## src/rtl/sweep_max_tracker_if.sv

```systemverilog
// Signal bundle between the tracker FSM / ADC front end (master) and the
// sweep step sequencer with peak search (slave).
interface sweep_max_tracker_if #(
  parameter int ADC_W = 12,
  parameter int POS_W = 8
);
  logic             HS;
  logic             VS;
  logic             MC;
  logic             CNT_RST;
  logic [ADC_W-1:0] ADC_DATA;
  logic             ADC_VALID;
  logic             CNT_L;
  logic             CNT_D;
  logic             CNT_RU;
  logic             STEP_PULSE;
  logic [ADC_W-1:0] MAX_VAL;
  logic [POS_W-1:0] MAX_POS;
  logic             AXIS_V;

  modport master (
    output HS, VS, MC, CNT_RST, ADC_DATA, ADC_VALID,
    input  CNT_L, CNT_D, CNT_RU, STEP_PULSE, MAX_VAL, MAX_POS, AXIS_V
  );

  modport slave (
    input  HS, VS, MC, CNT_RST, ADC_DATA, ADC_VALID,
    output CNT_L, CNT_D, CNT_RU, STEP_PULSE, MAX_VAL, MAX_POS, AXIS_V
  );
endinterface

```

## src/rtl/sweep_max_tracker.sv

```systemverilog
// Servo step pacing and peak search for the horizontal/vertical sweeps, plus
// the return-to-peak step count and the status lines polled by the FSM.
module sweep_max_tracker #(
  parameter int STEPS_H  = 180,
  parameter int STEPS_V  = 90,
  parameter int STEP_DIV = 100000,
  parameter int ADC_W    = 12,
  parameter int POS_W    = 8
) (
  input  logic              CLK,
  input  logic              RST,
  sweep_max_tracker_if.slave bus
);

  localparam int               DIV_W     = (STEP_DIV > 1) ? $clog2(STEP_DIV) : 1;
  localparam logic [DIV_W-1:0] DIV_LAST  = DIV_W'(STEP_DIV - 1);
  localparam logic [POS_W-1:0] STEPS_H_P = POS_W'(STEPS_H);
  localparam logic [POS_W-1:0] STEPS_V_P = POS_W'(STEPS_V);

  typedef enum logic [1:0] {
    PH_IDLE = 2'd0,
    PH_H    = 2'd1,
    PH_V    = 2'd2,
    PH_RET  = 2'd3
  } phase_e;

  logic [DIV_W-1:0] div_r,     div_nxt_s;
  logic [ADC_W-1:0] sample_r,  sample_nxt_s;
  logic [POS_W-1:0] h_cnt_r,   h_cnt_nxt_s;
  logic [POS_W-1:0] v_cnt_r,   v_cnt_nxt_s;
  logic [POS_W-1:0] ret_rem_r, ret_rem_nxt_s;
  logic [ADC_W-1:0] max_val_r, max_val_nxt_s;
  logic [POS_W-1:0] max_pos_r, max_pos_nxt_s;
  logic             axis_v_r,  axis_v_nxt_s;
  logic             step_pulse_r, step_pulse_nxt_s;

  phase_e           phase_s;
  logic             active_s;
  logic             tick_s;
  logic             cnt_l_s;
  logic             cnt_d_s;
  logic             cnt_ru_s;
  logic [POS_W-1:0] sweep_cnt_s;
  logic [POS_W-1:0] sweep_steps_s;
  logic             sweep_open_s;
  logic [POS_W-1:0] cnt_inc_s;
  logic [ADC_W-1:0] base_val_s;
  logic [POS_W-1:0] base_pos_s;
  logic [ADC_W-1:0] upd_val_s;
  logic [POS_W-1:0] upd_pos_s;
  logic             step_s;

  assign cnt_l_s  = (h_cnt_r < STEPS_H_P);
  assign cnt_d_s  = (v_cnt_r < STEPS_V_P);
  assign cnt_ru_s = (ret_rem_r != {POS_W{1'b0}});

  assign bus.CNT_L      = cnt_l_s;
  assign bus.CNT_D      = cnt_d_s;
  assign bus.CNT_RU     = cnt_ru_s;
  assign bus.STEP_PULSE = step_pulse_r;
  assign bus.MAX_VAL    = max_val_r;
  assign bus.MAX_POS    = max_pos_r;
  assign bus.AXIS_V     = axis_v_r;

  // Phase select: HS outranks VS, which outranks MC.
  always_comb begin
    phase_s = PH_IDLE;
    if (bus.HS) begin
      phase_s = PH_H;
    end else if (bus.VS) begin
      phase_s = PH_V;
    end else if (bus.MC) begin
      phase_s = PH_RET;
    end else begin
      phase_s = PH_IDLE;
    end
  end

  assign active_s = (phase_s != PH_IDLE);
  assign tick_s   = active_s && (div_r == DIV_LAST);

  // Next-state datapath: divider, sample latch, sweep stepping, peak search, return count.
  always_comb begin
    div_nxt_s        = div_r;
    sample_nxt_s     = sample_r;
    h_cnt_nxt_s      = h_cnt_r;
    v_cnt_nxt_s      = v_cnt_r;
    ret_rem_nxt_s    = ret_rem_r;
    max_val_nxt_s    = max_val_r;
    max_pos_nxt_s    = max_pos_r;
    axis_v_nxt_s     = axis_v_r;
    step_pulse_nxt_s = 1'b0;
    sweep_cnt_s      = h_cnt_r;
    sweep_steps_s    = STEPS_H_P;
    sweep_open_s     = cnt_l_s;
    base_val_s       = max_val_r;
    base_pos_s       = max_pos_r;

    if (!active_s) begin
      div_nxt_s = {DIV_W{1'b0}};
    end else if (tick_s) begin
      div_nxt_s = {DIV_W{1'b0}};
    end else begin
      div_nxt_s = div_r + DIV_W'(1);
    end

    if (bus.ADC_VALID) begin
      sample_nxt_s = bus.ADC_DATA;
    end else begin
      sample_nxt_s = sample_r;
    end

    case (phase_s)
      PH_V: begin
        sweep_cnt_s   = v_cnt_r;
        sweep_steps_s = STEPS_V_P;
        sweep_open_s  = cnt_d_s;
        // Entering the vertical axis restarts the peak search from zero.
        if (!axis_v_r) begin
          axis_v_nxt_s = 1'b1;
          base_val_s   = {ADC_W{1'b0}};
          base_pos_s   = {POS_W{1'b0}};
        end else begin
          axis_v_nxt_s = axis_v_r;
        end
      end
      default: begin
        sweep_cnt_s   = h_cnt_r;
        sweep_steps_s = STEPS_H_P;
        sweep_open_s  = cnt_l_s;
      end
    endcase

    max_val_nxt_s = base_val_s;
    max_pos_nxt_s = base_pos_s;
    step_s        = ((phase_s == PH_H) || (phase_s == PH_V)) && tick_s && sweep_open_s;
    cnt_inc_s     = sweep_cnt_s + POS_W'(1);

    // Strict compare so a tie keeps the earlier step index.
    if (sample_r > base_val_s) begin
      upd_val_s = sample_r;
      upd_pos_s = sweep_cnt_s;
    end else begin
      upd_val_s = base_val_s;
      upd_pos_s = base_pos_s;
    end

    if (step_s) begin
      max_val_nxt_s    = upd_val_s;
      max_pos_nxt_s    = upd_pos_s;
      step_pulse_nxt_s = 1'b1;
      if (phase_s == PH_V) begin
        v_cnt_nxt_s = cnt_inc_s;
      end else begin
        h_cnt_nxt_s = cnt_inc_s;
      end
      if (cnt_inc_s == sweep_steps_s) begin
        ret_rem_nxt_s = sweep_steps_s - upd_pos_s;
      end else begin
        ret_rem_nxt_s = ret_rem_r;
      end
    end else if ((phase_s == PH_RET) && tick_s && cnt_ru_s) begin
      ret_rem_nxt_s    = ret_rem_r - POS_W'(1);
      step_pulse_nxt_s = 1'b1;
    end else begin
      step_pulse_nxt_s = 1'b0;
    end
  end

  // State registers with async reset and synchronous counter clear.
  always_ff @(posedge CLK or negedge RST) begin
    if (!RST) begin
      div_r        <= {DIV_W{1'b0}};
      sample_r     <= {ADC_W{1'b0}};
      h_cnt_r      <= {POS_W{1'b0}};
      v_cnt_r      <= {POS_W{1'b0}};
      ret_rem_r    <= {POS_W{1'b0}};
      max_val_r    <= {ADC_W{1'b0}};
      max_pos_r    <= {POS_W{1'b0}};
      axis_v_r     <= 1'b0;
      step_pulse_r <= 1'b0;
    end else if (bus.CNT_RST) begin
      div_r        <= {DIV_W{1'b0}};
      sample_r     <= {ADC_W{1'b0}};
      h_cnt_r      <= {POS_W{1'b0}};
      v_cnt_r      <= {POS_W{1'b0}};
      ret_rem_r    <= {POS_W{1'b0}};
      max_val_r    <= {ADC_W{1'b0}};
      max_pos_r    <= {POS_W{1'b0}};
      axis_v_r     <= 1'b0;
      step_pulse_r <= 1'b0;
    end else begin
      div_r        <= div_nxt_s;
      sample_r     <= sample_nxt_s;
      h_cnt_r      <= h_cnt_nxt_s;
      v_cnt_r      <= v_cnt_nxt_s;
      ret_rem_r    <= ret_rem_nxt_s;
      max_val_r    <= max_val_nxt_s;
      max_pos_r    <= max_pos_nxt_s;
      axis_v_r     <= axis_v_nxt_s;
      step_pulse_r <= step_pulse_nxt_s;
    end
  end

endmodule

```

## src/flat_wrapper.sv

```systemverilog
// flat-port wrapper written by rule: the top's interface ports become plain ports
module sweep_max_tracker_flat 
#(
  parameter int STEPS_H  = 180,
  parameter int STEPS_V  = 90,
  parameter int STEP_DIV = 100000,
  parameter int ADC_W    = 12,
  parameter int POS_W    = 8
)
  (CLK, RST, bus_HS, bus_VS, bus_MC, bus_CNT_RST, bus_ADC_DATA, bus_ADC_VALID, bus_CNT_L, bus_CNT_D, bus_CNT_RU, bus_STEP_PULSE, bus_MAX_VAL, bus_MAX_POS, bus_AXIS_V);
  sweep_max_tracker_if #(.ADC_W(ADC_W), .POS_W(POS_W)) bus_i ();
  input  logic CLK;
  input  logic RST;
  input wire logic [$bits(bus_i.HS)-1:0] bus_HS;
  input wire logic [$bits(bus_i.VS)-1:0] bus_VS;
  input wire logic [$bits(bus_i.MC)-1:0] bus_MC;
  input wire logic [$bits(bus_i.CNT_RST)-1:0] bus_CNT_RST;
  input wire logic [$bits(bus_i.ADC_DATA)-1:0] bus_ADC_DATA;
  input wire logic [$bits(bus_i.ADC_VALID)-1:0] bus_ADC_VALID;
  output wire logic [$bits(bus_i.CNT_L)-1:0] bus_CNT_L;
  output wire logic [$bits(bus_i.CNT_D)-1:0] bus_CNT_D;
  output wire logic [$bits(bus_i.CNT_RU)-1:0] bus_CNT_RU;
  output wire logic [$bits(bus_i.STEP_PULSE)-1:0] bus_STEP_PULSE;
  output wire logic [$bits(bus_i.MAX_VAL)-1:0] bus_MAX_VAL;
  output wire logic [$bits(bus_i.MAX_POS)-1:0] bus_MAX_POS;
  output wire logic [$bits(bus_i.AXIS_V)-1:0] bus_AXIS_V;
  assign bus_i.HS = bus_HS;
  assign bus_i.VS = bus_VS;
  assign bus_i.MC = bus_MC;
  assign bus_i.CNT_RST = bus_CNT_RST;
  assign bus_i.ADC_DATA = bus_ADC_DATA;
  assign bus_i.ADC_VALID = bus_ADC_VALID;
  assign bus_CNT_L = bus_i.CNT_L;
  assign bus_CNT_D = bus_i.CNT_D;
  assign bus_CNT_RU = bus_i.CNT_RU;
  assign bus_STEP_PULSE = bus_i.STEP_PULSE;
  assign bus_MAX_VAL = bus_i.MAX_VAL;
  assign bus_MAX_POS = bus_i.MAX_POS;
  assign bus_AXIS_V = bus_i.AXIS_V;
  sweep_max_tracker #(.STEPS_H(STEPS_H), .STEPS_V(STEPS_V), .STEP_DIV(STEP_DIV), .ADC_W(ADC_W), .POS_W(POS_W)) u_core (.CLK(CLK), .RST(RST), .bus(bus_i));
endmodule
```

## config.mk

```make
export PLATFORM = sky130hd
export DESIGN_NAME = sweep_max_tracker_flat
export DESIGN_NICKNAME = d
export VERILOG_FILES = /design/src/rtl/sweep_max_tracker_if.sv /design/src/rtl/sweep_max_tracker.sv /design/src/flat_wrapper.sv
export SDC_FILE = /design/constraint.sdc
export NUM_CORES = 1
export LEC_CHECK = 0
export ABC_CLOCK_PERIOD_IN_PS = 6100
export BUFFER_PORTS_ARGS = -buffer_cell sky130_fd_sc_hd__buf_2
export CAP_MARGIN = 10
export CORE_MARGIN = 2
export CORE_UTILIZATION = 62
export CTS_BUF_LIST = sky130_fd_sc_hd__clkbuf_8
export DETAILED_ROUTE_END_ITERATION = 8
export HOLD_SLACK_MARGIN = 0.06
export PLACE_DENSITY = 0.84
export SYNTH_ARGS = -nofsm -noshare
export SYNTH_HDL_FRONTEND = slang
export SYNTH_SLANG_ARGS = --single-unit
```

## constraint.sdc

```tcl
create_clock -name CLK -period 6.1 [get_ports CLK]
set_clock_uncertainty 0.1 [all_clocks]
set_input_delay 1.22 -clock CLK [delete_from_list [all_inputs] [get_ports CLK]]
set_output_delay 1.22 -clock CLK [all_outputs]
set_load 0.02 [all_outputs]
```

# After elaboration in Yosys (flattened, before gate mapping)
# Index checks and enable logic that the tools add are counted.
[totals]
ff_bits = 75
memories = 0
latchBits = 0
ram_bits = 0
inputBits = 19
romBits = 0
[op_classes]
mul = 0
n_eq_ne = 7
reduce_logical = 15
div = 0
shift = 0
n_addsub = 4
muxes = 36
bitwise = 0
order_cmp = 3
[ops]
columns = ["cell", "count"]
rows = [
  ["8-bit two-way mux", 17],
  ["12-bit two-way mux", 7],
  ["17-bit two-way mux", 3],
  ["17-bit by 1-bit adder with 17-bit output (second input constant)", 1],
  ["17-bit equality test (second input constant)", 1],
  ["12-bit > comparator", 1],
  ["8-bit by 1-bit adder with 8-bit output (second input constant)", 1],
  ["8-bit equality test", 1],
  ["8-bit by 7-bit < comparator with 1-bit output (second input constant)", 1],
  ["8-bit < comparator (second input constant)", 1],
  ["2-bit nonzero test", 4],
  ["8-bit nonzero test", 1],
  ["8-bit by 1-bit subtractor with 8-bit output (second input constant)", 1],
  ["8-bit subtractor", 1],
  ["1-bit two-way mux", 6],
  ["2-bit two-way mux", 3],
  ["2-bit AND reduction", 3],
  ["1-bit logical AND", 5],
  ["2-bit equality test (second input constant)", 2],
  ["3-bit inequality test (second input constant)", 1],
  ["3-bit nonzero test", 1],
  ["2-bit by 1-bit equality test with 1-bit output (second input constant)", 1],
  ["2-bit inequality test (second input constant)", 1],
  ["1-bit logical OR", 1],
]

# Depth between registers and ports, before layout
# Gate-level depths: netlist of run 1.
[logic_depth]
word_depth = 11
depth_mapped = 28

# Worst setup path after synthesis of run 1
# OpenSTA, ideal clock, no wires.
[synth_timing]
path_type = "input port to flip-flop"
from = "input bus_VS"
to = "register u_core.ret_rem_r[7]"
required_time_ns = 5.861
arrival_ns = 6.297
stages = 27
setup_time_ns = 0.139
setup_slack_ns = -0.436
n_path_buf = 5
path_cell_list = "nor2_1 -> or2_2 -> inv_1 -> ha_1 -> buf_2 -> buf_2 -> nand2b_1 -> clkbuf_1 -> clkbuf_1 -> nand2_1 -> ha_1 -> nand4_1 -> a211o_1 -> a31oi_1 -> clkbuf_1 -> mux2i_1 -> inv_1 -> ha_1 -> nand2_1 -> nor2_1 -> or3_1 -> a311o_1 -> nand3_1 -> nand3b_1 -> or3_1 -> a41oi_1 -> a211oi_2"
[synth_via]
elab_chain_len = 10
[synth_lines]
columns = ["element", "line", "text"]
rows = [
  ["start, declared", "flat_wrapper.sv:15", "input wire logic [$bits(bus_i.VS)-1:0] bus_VS;"],
  ["2-bit two-way mux (*)", "sweep_max_tracker.sv:70", "end else if (bus.VS) begin"],
  ["2-bit two-way mux (*)", "sweep_max_tracker.sv:68", "if (bus.HS) begin"],
  ["2-bit equality test", "sweep_max_tracker.sv:113, sweep_max_tracker.sv:136", ""],
  ["12-bit two-way mux", "sweep_max_tracker.sv:113", "case (phase_s)"],
  ["12-bit > comparator", "sweep_max_tracker.sv:140", "if (sample_r > base_val_s) begin"],
  ["8-bit two-way mux", "sweep_max_tracker.sv:140", ""],
  ["8-bit subtractor", "sweep_max_tracker.sv:158", "ret_rem_nxt_s = sweep_steps_s - upd_pos_s;"],
  ["8-bit two-way mux", "sweep_max_tracker.sv:157", "if (cnt_inc_s == sweep_steps_s) begin"],
  ["8-bit two-way mux", "sweep_max_tracker.sv:148", "if (step_s) begin"],
  ["8-bit two-way mux", "sweep_max_tracker.sv:182", "end else if (bus.CNT_RST) begin"],
  ["end signal, assigned", "sweep_max_tracker.sv:177", "ret_rem_r <= {POS_W{1'b0}};"],
  ["end signal, assigned", "sweep_max_tracker.sv:187", "ret_rem_r <= {POS_W{1'b0}};"],
  ["end signal, assigned", "sweep_max_tracker.sv:197", "ret_rem_r <= ret_rem_nxt_s;"],
  ["end, declared", "sweep_max_tracker.sv:31", "logic [POS_W-1:0] ret_rem_r, ret_rem_nxt_s;"],
]
# Mark *: on every way between the ends. The rest lies on a longest branch, timed or not. The select of a mux whose other input is x is not followed.
# A chain may end at the register's enable or synchronous reset.

# Worst setup path in the final report of run 1
[layout_timing]
from = "input bus_HS"
to = "register u_core.ret_rem_r[7]"
[layout_via]
elab_chain_len = 9
[layout_lines]
columns = ["element", "line", "text"]
rows = [
  ["start, declared", "flat_wrapper.sv:14", "input wire logic [$bits(bus_i.HS)-1:0] bus_HS;"],
  ["2-bit two-way mux (*)", "sweep_max_tracker.sv:68", ""],
  ["2-bit equality test", "sweep_max_tracker.sv:113, sweep_max_tracker.sv:136", ""],
  ["12-bit two-way mux", "sweep_max_tracker.sv:113", ""],
  ["12-bit > comparator", "sweep_max_tracker.sv:140", ""],
  ["8-bit two-way mux", "sweep_max_tracker.sv:140", ""],
  ["8-bit subtractor", "sweep_max_tracker.sv:158", ""],
  ["8-bit two-way mux", "sweep_max_tracker.sv:157", ""],
  ["8-bit two-way mux", "sweep_max_tracker.sv:148", ""],
  ["8-bit two-way mux", "sweep_max_tracker.sv:182", ""],
]
# Marks and branches as above.

==> results of run 1 <==
synthesized netlist by cell type (7+ instances only):
library cell	number	area (um2)
dfrtp_1	75	1880
nand3_1	21	105
xnor2_1	13	114
mux2i_1	18	180
nand4_1	9	56.3
nor2b_1	8	50.1
o21ai_0	19	95.1
a21oi_1	49	245
ha_1	24	300
nor2_1	97	364
xor2_1	17	149
inv_1	13	48.8
clkbuf_1	15	56.3
or3_1	7	43.8
and3_1	8	50.1
mux2_2	7	78.8
nand2_1	52	195
worst max path at each step:
stage / end / slack [ns]
2_1_floorplan: u_core.ret_rem_r[7]$_DFFE_PN0P_ / 0.03
3_3_place_gp: u_core.ret_rem_r[7]$_DFFE_PN0P_ / 0.22
3_5_place_dp: u_core.ret_rem_r[7]$_DFFE_PN0P_ / 0.04
4_1_cts: u_core.ret_rem_r[7]$_DFFE_PN0P_ / 0.37
5_1_grt: u_core.ret_rem_r[7]$_DFFE_PN0P_ / 0.1
6_report: u_core.ret_rem_r[7]$_DFFE_PN0P_ / 0.33
registers in the layout, indices dropped and copies added, names as in the netlist:
| name | cells |
|---|---|
| u_core.v_cnt_r | 8 |
| u_core.bus.MAX_VAL | 12 |
| u_core.bus.STEP_PULSE | 1 |
| u_core.bus.MAX_POS | 8 |
| u_core.div_r | 17 |
| u_core.bus.AXIS_V | 1 |
| u_core.ret_rem_r | 8 |
| u_core.sample_r | 12 |
| u_core.h_cnt_r | 8 |
per-layer routing:
metal  track usage (%)  part of all wire [%]  wire length, um  vias to the layer above
li1                  -                     -                -                     1990
met1              37.8                    43             4930                     1988
met2              48.6                    49             5680                      167
met3              5.39                   5.7              660                       24
met4              7.83                   2.0              233                        0
met5                 0                     0                0                        -
layout make-up:
| type | instances | share of cell area, % |
|---|---|---|
| Clock buffer | 9 | 2.33 |
| Clock inverter | 7 | 2.50 |
| Inverter | 14 | 0.989 |
| Multi-Input combinational cell | 432 | 51.7 |
| Sequential cell | 75 | 35.3 |
| Tap cell | 99 | 2.33 |
| Timing Repair Buffer | 48 | 4.80 |
cell families (layout without fill, tap and decap cells):
kind of cell / count (synthesis) / after routing / synth area share [%]
muxes: 26 / 26 / 5.78
and+or+nand+nor: 246 / 246 / 25.3
buffers and inverters: 37 / 78 / 3.22
adders and majority gates: 25 / 25 / 6.75
xor gates and xnor gates: 30 / 30 / 5.54
AOI/OAI and AO/OA: 105 / 105 / 13.9
DFF: 75 / 75 / 39.6
where the power goes:
part	switching (uW)	internal (uW)	leakage (uW)
Combinational	72.4	38.8	0.00132
Clock	188	310	0.000136
Sequential	7.46	503	0.00104
Total	268	851	0.00249
through the flow:
step | instances | total power [uW]
floorplan | 544 | 592
global placement | 668 | 624
detailed placement | 668 | 629
CTS | 684 | 1120
global route | 684 | 1160
finish | 684 | 1120
critical path, cell delays in order:
cell and delay, ns:
buf_2 0.10, or2_2 0.30, inv_1 0.08, ha_1 0.23, nand2b_4 0.19, and2_1 0.23
ha_1 0.18, nor2b_1 0.13, o211ai_1 0.10, a211o_1 0.36, a31oi_1 0.17, buf_4 0.22
mux2i_4 0.28, inv_1 0.09, ha_1 0.29, nand2_1 0.09, nor2_1 0.04, or3_1 0.31
a311o_1 0.35, nand3_1 0.09, nand3b_1 0.13, or3_1 0.35, a41oi_1 0.24, a211oi_2 0.09
==> impl_metrics.csv, run 1 <==
group,metric,value,unit
die,die_area,8370,um2
finish,multi_input_area,2750,um2
worst_setup_path,critPathRequiredTime,6.20,ns
global_route,antenna_found_initial,0,
global_route,grt_overflow,0,
sta,finalCritPeriodShare,94.7,%
finish,area_growth_syn_to_layout,12.0,%
status,run_status,"complete, no violations",
route,drc_errors,0,
sta,fmaxAchievable,0.173,GHz
hold_path,worstHoldPathType,"register to register",
sta,setup_tns,0,ns
clocking,cts_tree,"built",
global_route,grt_max_degree,76,
hold_path,holdPathEnd,"u_core.h_cnt_r[7]$_DFFE_PN0P_",
synthesis,syn_inst,544,
sta,rsz0062_at_grt,"no",
route,wl_per_cell,16.8,um
route,vias,4169,
synthesis,ys_async_sr_fraction,100,%
synthesis,synth_edf_count,0,
finish,final_nets,624,
synthesis,ys_seq_elements,75,
route,ant_nets,0,
clocking,path_clk_slew,0.08,ns
sta,worst_slack,0.326,ns
worst_setup_path,critPathArrivalTime,5.88,ns
die,io-pin-count,44,
clocking,cts.repair.resized,0,
pwr,power.density,211,nW/um2
placed_design,preCtsSetupSlack,0.0416,ns
sta,slew_viol_final,0,
synthesis,postSynthAreaPerCell,8.72,um2
sta,whs,0.451,ns
placed_design,dp_hpwl,7.93,mm
synthesis,ys_types,67,
sta,max-slew-margin-rel,36.8,%
clocking,cts_hold_buffers,0,
finish,fillers,565,
route,drt_iter0_markers,333,
worst_setup_path,worst_r2r_endpoint,"u_core.ret_rem_r[7]$_DFFE_PN0P_",
die,start_util,64.7,%
worst_setup_path,reg2reg_slack,1.26,ns
global_route,grt_pass1_wl,19.4,mm
finish,final_cell_mix,"nor2_1, dfrtp_1, nand2_1",
synthesis,ys_seq_area_share,39.6,%
worst_setup_path,crit_start,"bus_HS",
pwr,p_leak,0.00249,uW
placed_design,portBuffers,43,
synthesis,synth_area,4740,um2
finish,fin_area,5320,um2
synthesis,synth-main-ff-cell,"dfrtp_1",
finish,fin_util,72.5,%
die,die_x,91.5,um
worst_setup_path,reg2reg_depth,20,
die,core_area,7330,um2
finish,diodes,0,
synthesis,syn_nets,588,
worst_setup_path,critPathMaxFanout,23,
worst_setup_path,r2r-start,"u_core.bus.AXIS_V$_DFFE_PN0P_",
run,maxCapViolCount,0,
finish,seq_area,1880,um2
route,vias_per_cell,6.10,
global_route,grt_pass1_vias,3973,
finish,drive_gt1_share,15.0,%
die,die_h,91.5,um
clocking,cts_made_buffers,9,
clocking,clock_latency,0.35,ns
route,first_pass_iters,7,
clocking,numClockSinks,75,
clocking,clockBufferDepth,2,
clocking,cts-root-buf,"clkbuf_8",
worst_setup_path,cp-start-kind,"input port",
global_route,grt_usage,28.7,%
route,drt-total-wl,11.5,mm
pwr,vdd_drop_max,0.127,mV
hold_path,holdPathStages,2,
synthesis,yosys_warnings,0,
sta,hold_viol,0,
clocking,post-cts-setup-buffers,0,
worst_setup_path,critPathCaptureType,"register",
sta,min_period,5.77,ns
placed_design,gp_congestion,0.885,
worst_setup_path,worstSetupPathType,"input port to register",
finish,mostFrequentLayoutCell,"nor2_1",
sta,worstMarginPinSlew,0.948,ns
hold_path,hold_start,"u_core.h_cnt_r[7]$_DFFE_PN0P_",
clocking,htreeDepth,3,
sta,finalSetupViolCount,0,
die,row_count,31,
placed_design,placed_area,5060,um2
No activity file was read; power rests on OpenSTA's default activity.
==> run 2, diff against run 1 <==
--- a/config.mk
+++ b/config.mk
@@ -8,7 +8,7 @@
 export ABC_CLOCK_PERIOD_IN_PS = 6100
 export BUFFER_PORTS_ARGS = -buffer_cell sky130_fd_sc_hd__buf_2
 export CAP_MARGIN = 10
-export CORE_MARGIN = 2
+export CORE_MARGIN = 1
 export CORE_UTILIZATION = 62
 export CTS_BUF_LIST = sky130_fd_sc_hd__clkbuf_8
 export DETAILED_ROUTE_END_ITERATION = 8
==> run 2 against run 1 <==
  * Final cell count unchanged
  * Setup slack got worse by 0.030 ns
  * Count of clock-buffer cells in the layout increased by 1
  * Register-to-register slack improved by 0.06 ns
  * Critical path depth decreased by 1
  * Non-clock buffer count decreased by 1
  * Routed wire length decreased by 2.8%
  * Power decreased by 9.4%
  * Worst hold slack improved by 0.0041 ns
  * Highest routed layer unchanged
==> impl_metrics.csv, run 2 (synthesis gave the netlist of run 1 again) <==
group,metric,value,unit
clocking,cts.repair.resized,0,
die,core_area,7330,um2
sta,slew_viol_final,0,
sta,hold_viol,0,
global_route,antenna_found_initial,0,
route,drc_errors,0,
worst_setup_path,r2r-start,"u_core.bus.AXIS_V$_DFFE_PN0P_",
worst_setup_path,worst_r2r_endpoint,"u_core.ret_rem_r[7]$_DFFE_PN0P_",
finish,drive_gt1_share,15.2,%
finish,final_nets,624,
die,row_count,31,
sta,worstMarginPinSlew,1.13,ns
placed_design,gp_congestion,0.874,
sta,max-slew-margin-rel,24.9,%
route,vias_per_cell,6.09,
global_route,grt_usage,29.1,%
route,drt_iter0_markers,341,
pwr,p_total,1010,uW
worst_setup_path,critPathArrivalTime,5.89,ns
clocking,cts_hold_buffers,0,
clocking,cts_tree,"built",
clocking,cts_made_buffers,9,
sta,finalSetupViolCount,0,
die,die_area,8010,um2
global_route,grt_pass1_wl,17.7,mm
clocking,cts-root-buf,"clkbuf_8",
finish,mostFrequentLayoutCell,"nor2_1",
finish,final_cell_mix,"nor2_1, dfrtp_1, nand2_1",
finish,regMostFlops,"u_core.div_r",
sta,fmaxAchievable,0.172,GHz
pwr,p_leak,0.00245,uW
die,die_h,89.5,um
hold_path,hold_start,"u_core.h_cnt_r[6]$_DFFE_PN0P_",
run,maxCapViolCount,0,
hold_path,holdPathEnd,"u_core.h_cnt_r[6]$_DFFE_PN0P_",
worst_setup_path,critPathCaptureType,"register",
route,ant_nets,0,
finish,diodes,0,
worst_setup_path,reg2reg_slack,1.32,ns
hold_path,worstHoldPathType,"register to register",
route,vias,4168,
worst_setup_path,worstSetupPathType,"input port to register",
pwr,power.density,193,nW/um2
placed_design,placed_cells_incl_taps,667,
route,drt-total-wl,11.2,mm
placed_design,preCtsSetupSlack,-0.0426,ns
finish,area_growth_syn_to_layout,10.9,%
placed_design,dp_hpwl,7.85,mm
finish,fin_cells,684,
global_route,grt_overflow,0,
sta,finalCritPeriodShare,95.1,%
sta,worst_slack,0.296,ns
finish,fin_util,71.8,%
finish,largest_reg_flops,17,
global_route,grt_pass1_vias,3784,
status,run_status,"complete, no violations",
global_route,grt_max_degree,76,
worst_setup_path,cp-start-kind,"input port",
worst_setup_path,reg2reg_depth,19,
route,first_pass_iters,5,
placed_design,portBuffers,43,
route,wl_per_cell,16.3,um
clocking,path_clk_slew,0.09,ns
sta,min_period,5.80,ns
worst_setup_path,critPathRequiredTime,6.19,ns
hold_path,holdPathStages,2,
die,io-pin-count,44,
pwr,vdd_drop_max,0.133,mV
die,die_x,89.5,um
worst_setup_path,critPathMaxFanout,12,
clocking,htreeDepth,3,
clocking,clockBufferDepth,2,
sta,whs,0.455,ns
die,start_util,64.7,%
clocking,clock_latency,0.36,ns
clocking,numClockSinks,75,
sta,rsz0062_at_grt,"no",
[run 2: cell types whose count changed in the layout (fill, tap and decap cells not counted), sizes merged]
cell,previous run,this run
inv,16,15
clkbuf,9,10
clkinvlp,0,2
bufinv,4,1
buf,48,47
clkinv,1,2
nand2b,3,4
[run 2: metrics by stage]
step | cell area [um2] | TNS [ns]
6_report | 5260 | 0
3_3_place_gp | 5050 | 0
3_5_place_dp | 5050 | -0.0426
4_1_cts | 5260 | 0
5_1_grt | 5260 | 0
2_1_floorplan | 4780 | 0
[run 2: repair_timing]
item | CTS | global route
endpoints found under the hold margin | 0 | 0
setup endpoints to repair | 0 | 1
setup buffers | 0 | 0
[run 2: routing by layer]
layer | part of all wire [%] | GRT usage (%) | routed length (um)
met2 | 48 | 48.4 | 5390
met3 | 5.4 | 6.00 | 608
met1 | 44 | 37.0 | 4890
met5 | 0 | 0 | 0
met4 | 2.6 | 12.7 | 291
[run 2: layout make-up]
class | instances | area (um2)
Sequential cell | 75 | 1880
Tap cell | 99 | 124
Fill cell | 546 | 2070
Clock inverter | 6 | 66.3
Clock buffer | 10 | 138
Inverter | 14 | 52.6
Multi-Input combinational cell | 433 | 2760
Timing Repair Buffer | 47 | 248
[run 2: worst max-delay path by stage]
| stage | depth (start not counted) | startpoint | endpoint | slack, ns |
|---|---|---|---|---|
| after CTS | 23 | bus_HS | u_core.ret_rem_r[7]$_DFFE_PN0P_ | 0.33 |
| after floorplan | 26 | bus_VS | u_core.ret_rem_r[7]$_DFFE_PN0P_ | 0.03 |
| after global placement | 23 | bus_HS | u_core.ret_rem_r[7]$_DFFE_PN0P_ | 0.21 |
| after global routing | 24 | bus_VS | u_core.ret_rem_r[7]$_DFFE_PN0P_ | 0.01 |
| final | 23 | bus_HS | u_core.ret_rem_r[7]$_DFFE_PN0P_ | 0.30 |
| after detailed placement | 23 | bus_HS | u_core.ret_rem_r[7]$_DFFE_PN0P_ | -0.04 |
[run 2: report_power, final]
| group | internal [uW] | switching [uW] | total, uW | leakage, uW |
|---|---|---|---|---|
| combinational | 38.5 | 72.1 | 111 | 0.00131 |
| clock | 200 | 194 | 394 | 0.0000999 |
| sequential | 503 | 7.39 | 510 | 0.00104 |
[run 2: worst max-delay path, cell delays in order]
cell and delay, ns:
buf_2 0.10, or2_2 0.30, inv_1 0.08, ha_1 0.28, nand2b_4 0.15, and2_1 0.21
ha_1 0.18, nor2b_1 0.11, o211ai_1 0.09, a211o_1 0.35, a31oi_1 0.17, buf_4 0.22
nor2_1 0.06, a21oi_1 0.20, ha_1 0.33, and2_1 0.21, or3_1 0.35, a311o_1 0.34
nand3_1 0.09, nand3b_1 0.14, or3_1 0.34, a41oi_1 0.26, a211oi_2 0.10
==> run 3, diff against run 2 <==
--- a/config.mk
+++ b/config.mk
@@ -5,15 +5,15 @@
 export SDC_FILE = /design/constraint.sdc
 export NUM_CORES = 1
 export LEC_CHECK = 0
-export ABC_CLOCK_PERIOD_IN_PS = 6100
+export ABC_CLOCK_PERIOD_IN_PS = 6900
 export BUFFER_PORTS_ARGS = -buffer_cell sky130_fd_sc_hd__buf_2
 export CAP_MARGIN = 10
 export CORE_MARGIN = 1
-export CORE_UTILIZATION = 62
+export CORE_UTILIZATION = 67
 export CTS_BUF_LIST = sky130_fd_sc_hd__clkbuf_8
 export DETAILED_ROUTE_END_ITERATION = 8
 export HOLD_SLACK_MARGIN = 0.06
-export PLACE_DENSITY = 0.84
+export PLACE_DENSITY = 0.9
 export SYNTH_ARGS = -nofsm -noshare
 export SYNTH_HDL_FRONTEND = slang
 export SYNTH_SLANG_ARGS = --single-unit
==> constraint.sdc (replaced) <==
create_clock -name CLK -period 6.9 [get_ports CLK]
set_clock_uncertainty 0.1 [all_clocks]
set_input_delay 1.38 -clock CLK [delete_from_list [all_inputs] [get_ports CLK]]
set_output_delay 1.38 -clock CLK [all_outputs]
set_load 0.02 [all_outputs]
==> run 3 against run 2 <==
  * Power decreased by 8.1%
  * Critical path type unchanged
  * Worst hold slack got worse by 0.018 ns
  * Critical path depth increased by 1
==> impl_metrics.csv, run 3 (synthesis gave the netlist of run 1 again) <==
group,metric,value,unit
status,run_status,"complete, no violations",
finish,regMostFlops,"u_core.div_r",
worst_setup_path,r2r-start,"u_core.bus.AXIS_V$_DFFE_PN0P_",
hold_path,hold_start,"u_core.h_cnt_r[6]$_DFFE_PN0P_",
worst_setup_path,reg2reg_slack,1.78,ns
route,drc_errors,0,
clocking,cts.repair.resized,0,
global_route,antenna_found_initial,0,
placed_design,gp_congestion,0.886,
worst_setup_path,critPathRequiredTime,7.02,ns
die,core_area,6830,um2
finish,largest_reg_flops,17,
finish,fin_cells,681,
placed_design,placed_cells_incl_taps,665,
route,vias,4271,
sta,worst_slack,0.716,ns
pwr,power.density,178,nW/um2
worst_setup_path,critPathMaxFanout,14,
run,maxCapViolCount,0,
die,start_util,69.5,%
sta,fmaxAchievable,0.162,GHz
worst_setup_path,reg2reg_depth,19,
placed_design,preCtsSetupSlack,0.475,ns
finish,final_nets,624,
clocking,cts_hold_buffers,0,
worst_setup_path,critPathCaptureType,"register",
sta,whs,0.438,ns
route,drt_iter0_markers,320,
clocking,cts_tree,"built",
worst_setup_path,worst_r2r_endpoint,"u_core.ret_rem_r[7]$_DFFE_PN0P_",
die,io-pin-count,44,
sta,worstMarginPinSlew,1.04,ns
worst_setup_path,worstSetupPathType,"input port to register",
finish,final_cell_mix,"nor2_1, dfrtp_1, nand2_1",
placed_design,portBuffers,43,
placed_design,placed_area,5030,um2
hold_path,holdPathEnd,"u_core.h_cnt_r[6]$_DFFE_PN0P_",
hold_path,worstHoldPathType,"register to register",
route,first_pass_iters,5,
route,vias_per_cell,6.27,
die,die_area,7420,um2
die,die_h,86.2,um
sta,hold_viol,0,
global_route,grt_max_degree,76,
route,wl_per_cell,16.8,um
clocking,cts_made_buffers,9,
clocking,clock_latency,0.36,ns
finish,drive_gt1_share,14.7,%
finish,area_growth_syn_to_layout,10.7,%
worst_setup_path,cp-start-kind,"input port",
die,row_count,30,
placed_design,dp_hpwl,7.90,mm
sta,max-slew-margin-rel,30.5,%
sta,finalCritPeriodShare,89.6,%
clocking,cts-root-buf,"clkbuf_8",
route,ant_nets,0,
clocking,clockBufferDepth,2,
sta,finalSetupViolCount,0,
route,drt-total-wl,11.4,mm
pwr,vdd_drop_max,0.134,mV
die,die_x,86.2,um
global_route,grt_pass1_vias,4087,
global_route,grt_pass1_wl,19.2,mm
worst_setup_path,critPathArrivalTime,6.31,ns
global_route,grt_usage,33.2,%
clocking,post-cts-setup-buffers,0,
clocking,numClockSinks,75,
finish,diodes,0,
global_route,grt_overflow,0,
clocking,path_clk_slew,0.09,ns
sta,min_period,6.18,ns
sta,slew_viol_final,0,
hold_path,holdPathStages,2,
finish,mostFrequentLayoutCell,"nor2_1",
clocking,htreeDepth,3,
sta,rsz0062_at_grt,"no",
finish,fin_area,5250,um2
pwr,p_leak,0.00246,uW
sta,setup_tns,0,ns
run 3: cell types whose count changed in the layout (fill, tap and decap cells not counted), sizes merged:
cell / change
buf: +1
bufinv: +1
inv: -1
nand2b: -1
run 3: area by class of cell:
cell class	instances	area (um2)
inverters	14	52.6
repair buffers	48	255
well taps	96	120
multi-input cells	432	2720
fillers	458	1580
clock buffers	10	138
flip-flops and latches	75	1880
clock inverters	6	88.8
run 3: where the power goes:
group / switching, uW / leakage [uW] / total (uW) / internal (uW)
combinational: 63.9 / 0.00131 / 96.9 / 33.1
sequential: 6.39 / 0.00104 / 451 / 445
clock: 171 / 0.000108 / 384 / 213
run 3: critical path, stage by stage:
cell      delay [ns]
buf_2           0.11
nor2_1          0.08
or2_2           0.12
inv_1           0.05
ha_1            0.20
nand2b_1        0.40
nand2_1         0.16
ha_1            0.37
nand4_1         0.17
a211o_1         0.39
a31oi_1         0.19
buf_4           0.20
mux2i_1         0.35
inv_1           0.09
ha_1            0.29
nand2_1         0.10
nor2_1          0.04
or3_1           0.31
a311o_1         0.36
nand3_1         0.10
nand3b_1        0.13
or3_1           0.34
a41oi_1         0.27
a211oi_2        0.10
run 3: per-stage QoR:
step	utilization [%]	total power, uW
finish	76.9	932
global route	76.9	963
CTS	76.9	932
detailed placement	73.6	554
global placement	73.6	548
floorplan	-	519
run 3: per-layer routing:
metal  vias to the layer above  part of all wire [%]  GRT usage, %
li1                       1990                     -             -
met1                      2053                    41          42.9
met2                       198                    49          54.5
met3                        30                   7.1          7.51
met4                         0                   2.6          12.4
met5                         -                     0             0
run 3: worst max path at each step:
stage,start,to,slack [ns],cells after the start
after floorplan,bus_VS,u_core.ret_rem_r[7]$_DFFE_PN0P_,0.20,27
after global placement,bus_HS,u_core.ret_rem_r[7]$_DFFE_PN0P_,0.67,24
final,bus_VS,u_core.ret_rem_r[7]$_DFFE_PN0P_,0.72,24
after CTS,bus_HS,u_core.ret_rem_r[7]$_DFFE_PN0P_,0.75,24
after detailed placement,bus_HS,u_core.ret_rem_r[7]$_DFFE_PN0P_,0.48,24
after global routing,bus_VS,u_core.ret_rem_r[7]$_DFFE_PN0P_,0.36,25
